### config.mk
export PLATFORM = sky130hd
export DESIGN_NAME = dev_bus_arbiter
export DESIGN_NICKNAME = d
export VERILOG_FILES = /design/src/rtl/dev_bus_arbiter.sv
export SDC_FILE = /design/constraint.sdc
export NUM_CORES = 1
export LEC_CHECK = 0
export ABC_AREA = 0
export CORE_UTILIZATION = 36
export CTS_CLUSTER_DIAMETER = 100
export DETAILED_ROUTE_END_ITERATION = 6
export PLACE_DENSITY = 0.77
export SETUP_SLACK_MARGIN = 0.1
export SKIP_LAST_GASP = 1
export SLEW_MARGIN = 40
export SYNTH_ARGS = -nofsm -noshare
export SYNTH_HDL_FRONTEND = slang
export SYNTH_SLANG_ARGS = --single-unit
### constraint.sdc
create_clock -name CLK -period 1.87 [get_ports CLK]
set_clock_uncertainty 0.2 [all_clocks]
set_input_delay 0.374 -clock CLK [delete_from_list [all_inputs] [get_ports CLK]]
set_output_delay 0.374 -clock CLK [all_outputs]
set_load 0.03 [all_outputs]
### src/rtl/dev_bus_arbiter.sv
// -----------------------------------------------------------------------------
// dev_bus_arbiter
//
// Shares the single device-bus port of the peripheral bridge between two
// requesters: M0 (CPU memory stage) and M1 (debug loader / DMA engine).
// Each transaction is IDLE -> XFER -> RESP, so the minimum is 3 cycles per
// transaction. The bridge only ever sees one master.
//
// Handshake: a requester raises mX_req with stable addr/wd/we and holds them
// until mX_ack. mX_ack is a one-cycle pulse carrying mX_err and mX_rd. The
// request is latched at the grant edge, so dropping req mid-transaction does
// not cancel it. A request still high after the ack is seen as a new request.
//
// Configuration macro:
//   ARB_FIXED_PRIO_EN  defined   : fixed priority, M0 wins every tie.
//                      undefined : round-robin against the last-served master.
//
// Ports:
//   CLK, RST                  clock (rising edge), async active-low reset
//   m0_req/we/addr/wd         M0 request inputs
//   m0_ack/err/rd             M0 completion outputs
//   m1_*                      same as M0, for M1
//   bus_addr/bus_wd/bus_we    to the bridge (CPU_Addr, CPU_WD, DEV_WE)
//   bus_rd                    from the bridge (CPU_RD, combinational)
//   busy                      high in XFER and RESP
//   owner                     master of current or last transaction (0 = M0)
//   dbg_state                 FSM state (0 = IDLE, 1 = XFER, 2 = RESP)
// -----------------------------------------------------------------------------
module dev_bus_arbiter #(
   parameter logic [31:0] DEV_BASE  = 32'h0000_7F00,
   parameter logic [31:0] DEV_LAST  = 32'h0000_7F43,
   parameter logic [31:0] NO_HIT_RD = 32'hFFFF_FFFF
) (
   input  logic        CLK,
   input  logic        RST,
   input  logic        m0_req,
   input  logic        m0_we,
   input  logic [31:0] m0_addr,
   input  logic [31:0] m0_wd,
   output logic        m0_ack,
   output logic        m0_err,
   output logic [31:0] m0_rd,
   input  logic        m1_req,
   input  logic        m1_we,
   input  logic [31:0] m1_addr,
   input  logic [31:0] m1_wd,
   output logic        m1_ack,
   output logic        m1_err,
   output logic [31:0] m1_rd,
   output logic [31:0] bus_addr,
   output logic [31:0] bus_wd,
   output logic        bus_we,
   input  logic [31:0] bus_rd,
   output logic        busy,
   output logic        owner,
   output logic [1:0]  dbg_state
);

   typedef enum logic [1:0] {
      S_IDLE = 2'd0,
      S_XFER = 2'd1,
      S_RESP = 2'd2
   } state_t;

   state_t      r_state;
   state_t      w_next_state;

   logic        r_owner;
   logic [31:0] r_addr;
   logic [31:0] r_wd;
   logic        r_we;
   logic        r_in_range;
   logic [31:0] r_m0_rd;
   logic [31:0] r_m1_rd;

   logic        w_any_req;
   logic        w_grant;
   logic [31:0] w_sel_addr;
   logic        w_sel_in_range;
   logic [31:0] w_capture;

   assign w_any_req = m0_req | m1_req;

   // -------------------------------------------------------------------------
   // Arbitration: a lone requester always wins; a tie is broken either by
   // fixed priority or against the last-served master.
   // -------------------------------------------------------------------------
`ifdef ARB_FIXED_PRIO_EN
   always_comb begin
      w_grant = 1'b0;
      if (!m0_req && m1_req)
         w_grant = 1'b1;
   end
`else
   // Reset value 1 makes M0 win the first tie.
   logic r_last;

   always_comb begin
      w_grant = 1'b0;
      if (m0_req && m1_req)
         w_grant = ~r_last;
      else if (m1_req)
         w_grant = 1'b1;
   end

   always_ff @(posedge CLK or negedge RST) begin
      if (!RST)
         r_last <= 1'b1;
      else if (r_state == S_RESP)
         r_last <= r_owner;
   end
`endif

   assign w_sel_addr     = w_grant ? m1_addr : m0_addr;
   assign w_sel_in_range = (w_sel_addr >= DEV_BASE) && (w_sel_addr <= DEV_LAST);

   // Writes capture bus_rd too; the bridge's read value is simply reported.
   assign w_capture = r_in_range ? bus_rd : NO_HIT_RD;

   // -------------------------------------------------------------------------
   // FSM
   // -------------------------------------------------------------------------
   always_ff @(posedge CLK or negedge RST) begin
      if (!RST)
         r_state <= S_IDLE;
      else
         r_state <= w_next_state;
   end

   always_comb begin
      w_next_state = r_state;
      bus_we       = 1'b0;
      m0_ack       = 1'b0;
      m1_ack       = 1'b0;
      m0_err       = 1'b0;
      m1_err       = 1'b0;
      busy         = 1'b0;
      case (r_state)
         S_IDLE: begin
            if (w_any_req)
               w_next_state = S_XFER;
         end
         S_XFER: begin
            busy         = 1'b1;
            // Out-of-window writes never reach the bridge.
            bus_we       = r_we & r_in_range;
            w_next_state = S_RESP;
         end
         S_RESP: begin
            busy         = 1'b1;
            m0_ack       = ~r_owner;
            m1_ack       = r_owner;
            m0_err       = ~r_owner & ~r_in_range;
            m1_err       = r_owner & ~r_in_range;
            w_next_state = S_IDLE;
         end
         default: begin
            w_next_state = S_IDLE;
         end
      endcase
   end

   // -------------------------------------------------------------------------
   // Datapath: latch the winner at the grant edge; the latched copy drives the
   // bus so requesters may drop req mid-transaction. Read data goes straight
   // into the owner's result register at the XFER exit edge, so it is valid
   // with the ack and held until that master's next ack.
   // -------------------------------------------------------------------------
   always_ff @(posedge CLK or negedge RST) begin
      if (!RST) begin
         r_owner    <= 1'b0;
         r_addr     <= '0;
         r_wd       <= '0;
         r_we       <= 1'b0;
         r_in_range <= 1'b0;
         r_m0_rd    <= '0;
         r_m1_rd    <= '0;
      end else begin
         case (r_state)
            S_IDLE: begin
               if (w_any_req) begin
                  r_owner    <= w_grant;
                  r_addr     <= w_sel_addr;
                  r_wd       <= w_grant ? m1_wd : m0_wd;
                  r_we       <= w_grant ? m1_we : m0_we;
                  r_in_range <= w_sel_in_range;
               end
            end
            S_XFER: begin
               if (r_owner)
                  r_m1_rd <= w_capture;
               else
                  r_m0_rd <= w_capture;
            end
            default: begin
            end
         endcase
      end
   end

   assign bus_addr  = r_addr;
   assign bus_wd    = r_wd;
   assign owner     = r_owner;
   assign m0_rd     = r_m0_rd;
   assign m1_rd     = r_m1_rd;
   assign dbg_state = r_state;

endmodule

==> impl_metrics.ini <==
[status]
outcome = finished, violations left
failed_checks = setup timing

[floorplan]
die_y_um = 129
rows = 46
die_w_um = 129
start_util_pct = 36.8
ioPinCount = 303
die_area_um2 = 16700
coreArea_um2 = 15900

[timing]
worst_pin_slew_ns = 0.395
layout_setup_ws_ns = -0.186
finalSetupViolCount = 6
final-hold-violation-count = 0
tns_ns = -0.815
min_period_ns = 2.06
clock.fmax_mhz = 486
relSlewSlack_pct = 73.5
slew_viol_final = 0
rsz0062_at_grt = yes
fin_crit_sh_pct = 110

[cells_and_area]
nets = 1079
post-route-cell-area_um2 = 10100
final_util_pct = 63.8
area.growth.synth_to_final_pct = 73.6
drive_gt1_share_pct = 14.8
num_antenna_cells = 0
final_cell_count_no_fill = 1139

[critical_path]
setup.worst_path.class = reg2out
slowest_delay_ns = 0.42
path_cells = inv_2 > ha_4 > nor2b_4 > nor2b_4 > buf_6
regToRegStartpoint = dbg_state[0]
critPathTopFamily = flip-flops
cp.depth = 5
cpMostUsedCell = nor2b_4
crit_required_ns = 1.30
startpoint = dbg_state[0]
r2r_slack_ns = 0.03
rr_worst_depth = 7
worst_ep_arrival_time_ns = 1.48
crit_path_end_kind = output port
endpoint = m0_err
start_kind = flop
crit_path_max_fanout = 3
path_buf_inv = 2
r2r_end = r_in_range
slowest_stage = dfrtp_2

[clock_network]
cts_root_buffer = clkbuf_16
cts_inserted_buffers = 17
cts_tree = done
clk_path_buf_depth = 2
htreeDepth = 4
clk_pin_slew_worst_paths_ns = 0.06
clock_latency_ns = 0.42
clock_sinks = 134

[grt]
antenna_found_initial = 0
grt_pass1_wl_um = 28500
grtUsageMet1_pct = 25.1
busiest_layer = met2
grt_remaining_overflow = 0
grt_pass1_vias = 5549
use_met2_pct = 40.3
use_met3_pct = 7.76
grt_usage_pct = 22.7
grt_max_degree = 65

[yosys]
postSynthCellCount = 578
synth-seq-cells = 134
syn_avg_cell_area_um2 = 10.1
syn-num-nets = 747
yosysWarnings = 0
netlist_area_um2 = 5840
synth_seq_area_share_pct = 57.4
ys_types = 33

[place]
portBuffers = 302
pre_cts_ws_ns = -0.447
gp_congestion = 0.804
dp_cells = 1102
dpl_cell_area_um2 = 9510
dp_hpwl_um = 14200

[worst_hold_path]
min_path_type = in2async

[route]
viasPerCell = 4.80
drc = 0
drt-total-wl_um = 18600
firstDrtPassIters = 4
drtIter0Drc = 219
num_vias = 5467
detail-route-antenna-nets = 0
wl_per_cell_um = 16.3

[pwr]
irDropWorstVdd_uv = 796
pwr_density_cell_nw_per_um2 = 1550
p_int_mw = 9.15
combPwrFrac_pct = 47.4
swShare_pct = 41.7
p_seq_share_pct = 29.7
p_clk_share_pct = 22.9
power_switching_mw = 6.55
p_leak_nw = 4.44

[flow_run]
drv_cap = 0
[Yosys cell counts (all sizes together)]
cell type  number  area share (%)
inv             5            0.32
and3            2            0.21
a2111oi         1            0.26
clkbuf         24             1.5
o41ai           2            0.30
buf            14             1.4
a21boi          2            0.32
nor2b          34             3.6
nand4           3            0.32
nor4            7            0.75
nor2           37             2.4
nand2b          1            0.11
a211o           1            0.15
nor4b           2            0.30
o2111ai         1            0.15
nand2         100             6.4
dfrtp         133              57
nand3           4            0.34
ha              3            0.64
and2            1            0.11
mux2i          65              11
a21oi          32             2.7
o21ai         100             8.6
dfstp           1            0.45
a22o            1            0.15
or3             1            0.11
and4            1            0.15
[worst min path at each step]
| stage | start | to | slack, ns |
|---|---|---|---|
| final | RST | m0_rd[25] | 0.25 |
| after floorplan | RST | bus_addr[0] | -0.12 |
| after detailed placement | RST | m0_rd[25] | 0.09 |
| after global routing | RST | m0_rd[25] | 0.25 |
| after CTS | RST | m0_rd[25] | 0.24 |
| after global placement | RST | m0_rd[0] | 0.1 |
[power by group through the flow]
stage | sequential [mW] | clock (mW) | combinational, mW
after floorplan | 6.74 | 0 | 2.28
after global placement | 4.67 | 0 | 7.86
after detailed placement | 4.71 | 0 | 7.99
after CTS | 4.66 | 3.65 | 7.47
after global routing | 4.81 | 3.78 | 8.02
final | 4.67 | 3.59 | 7.44
[through the flow]
step | hold WS, ns | power [mW]
2_1_floorplan | -0.122 | 9.02
3_3_place_gp | 0.0982 | 12.5
3_5_place_dp | 0.0932 | 12.7
4_1_cts | 0.240 | 15.8
5_1_grt | 0.252 | 16.6
6_report | 0.249 | 15.7
[cell type report]
type,instances,area [µm²]
multi-input combinational,401,2400
timing repair buffer,351,3460
inverter,5,18.8
clock inverter,14,198
fill,1303,5740
sequential,134,3360
tap,216,270
clock buffer,18,439
[metal layers]
layer | vias up | share of wire, %
met5 | - | 0
met4 | 0 | 2.0
met3 | 29 | 9.3
met2 | 225 | 51
met1 | 2557 | 38
li1 | 2656 | -
[sequential cells by signal, summed over array words and instances, names as in the netlist]
register and flops:
r_we 1, r_last 1, m1_rd 32, owner 1, dbg_state 2, bus_wd 32
bus_addr 32, m0_rd 32, r_in_range 1
[what timing repair did]
item                       4_1_cts  5_1_grt
resized for setup              179       99
gates cloned                     0        0
hold buffers                     1        0
hold endpoints to repair       118        0
pin swaps                        2        1
setup buffers                    4        0
setup endpoints to repair      135      131
[cells by family (layout without fill, tap and decap cells)]
group / Yosys count / after routing / share of synthesized area [%]
buf+inv: 43 / 388 / 3.26
compound gates: 140 / 140 / 12.7
mux: 65 / 65 / 11.1
flops: 134 / 134 / 57.4
fa+ha+maj: 3 / 3 / 0.643
simple gates: 193 / 193 / 14.8
[layout by cell type (no fill, tap or decap), types with 2 or more instances in the layout]
cell / instances
a21oi_1: 32
and3_1: 2
buf_12: 15
buf_4: 37
buf_6: 7
bufinv_16: 4
clkbuf_16: 17
clkbuf_2: 20
clkdlybuf4s15_1: 80
clkdlybuf4s15_2: 6
clkdlybuf4s50_1: 164
clkinv_2: 2
clkinv_4: 3
clkinvlp_4: 2
dfrtp_1: 130
dfrtp_2: 3
dlygate4sd2_1: 20
ha_4: 3
inv_1: 3
inv_2: 2
inv_6: 3
mux2i_1: 65
nand2_1: 100
nand3_1: 4
nand4_1: 3
nor2_1: 37
nor2b_1: 32
nor2b_4: 2
nor4_1: 7
nor4b_1: 2
o21ai_1: 98
o41ai_2: 2
(Power assumes the default switching activity.)
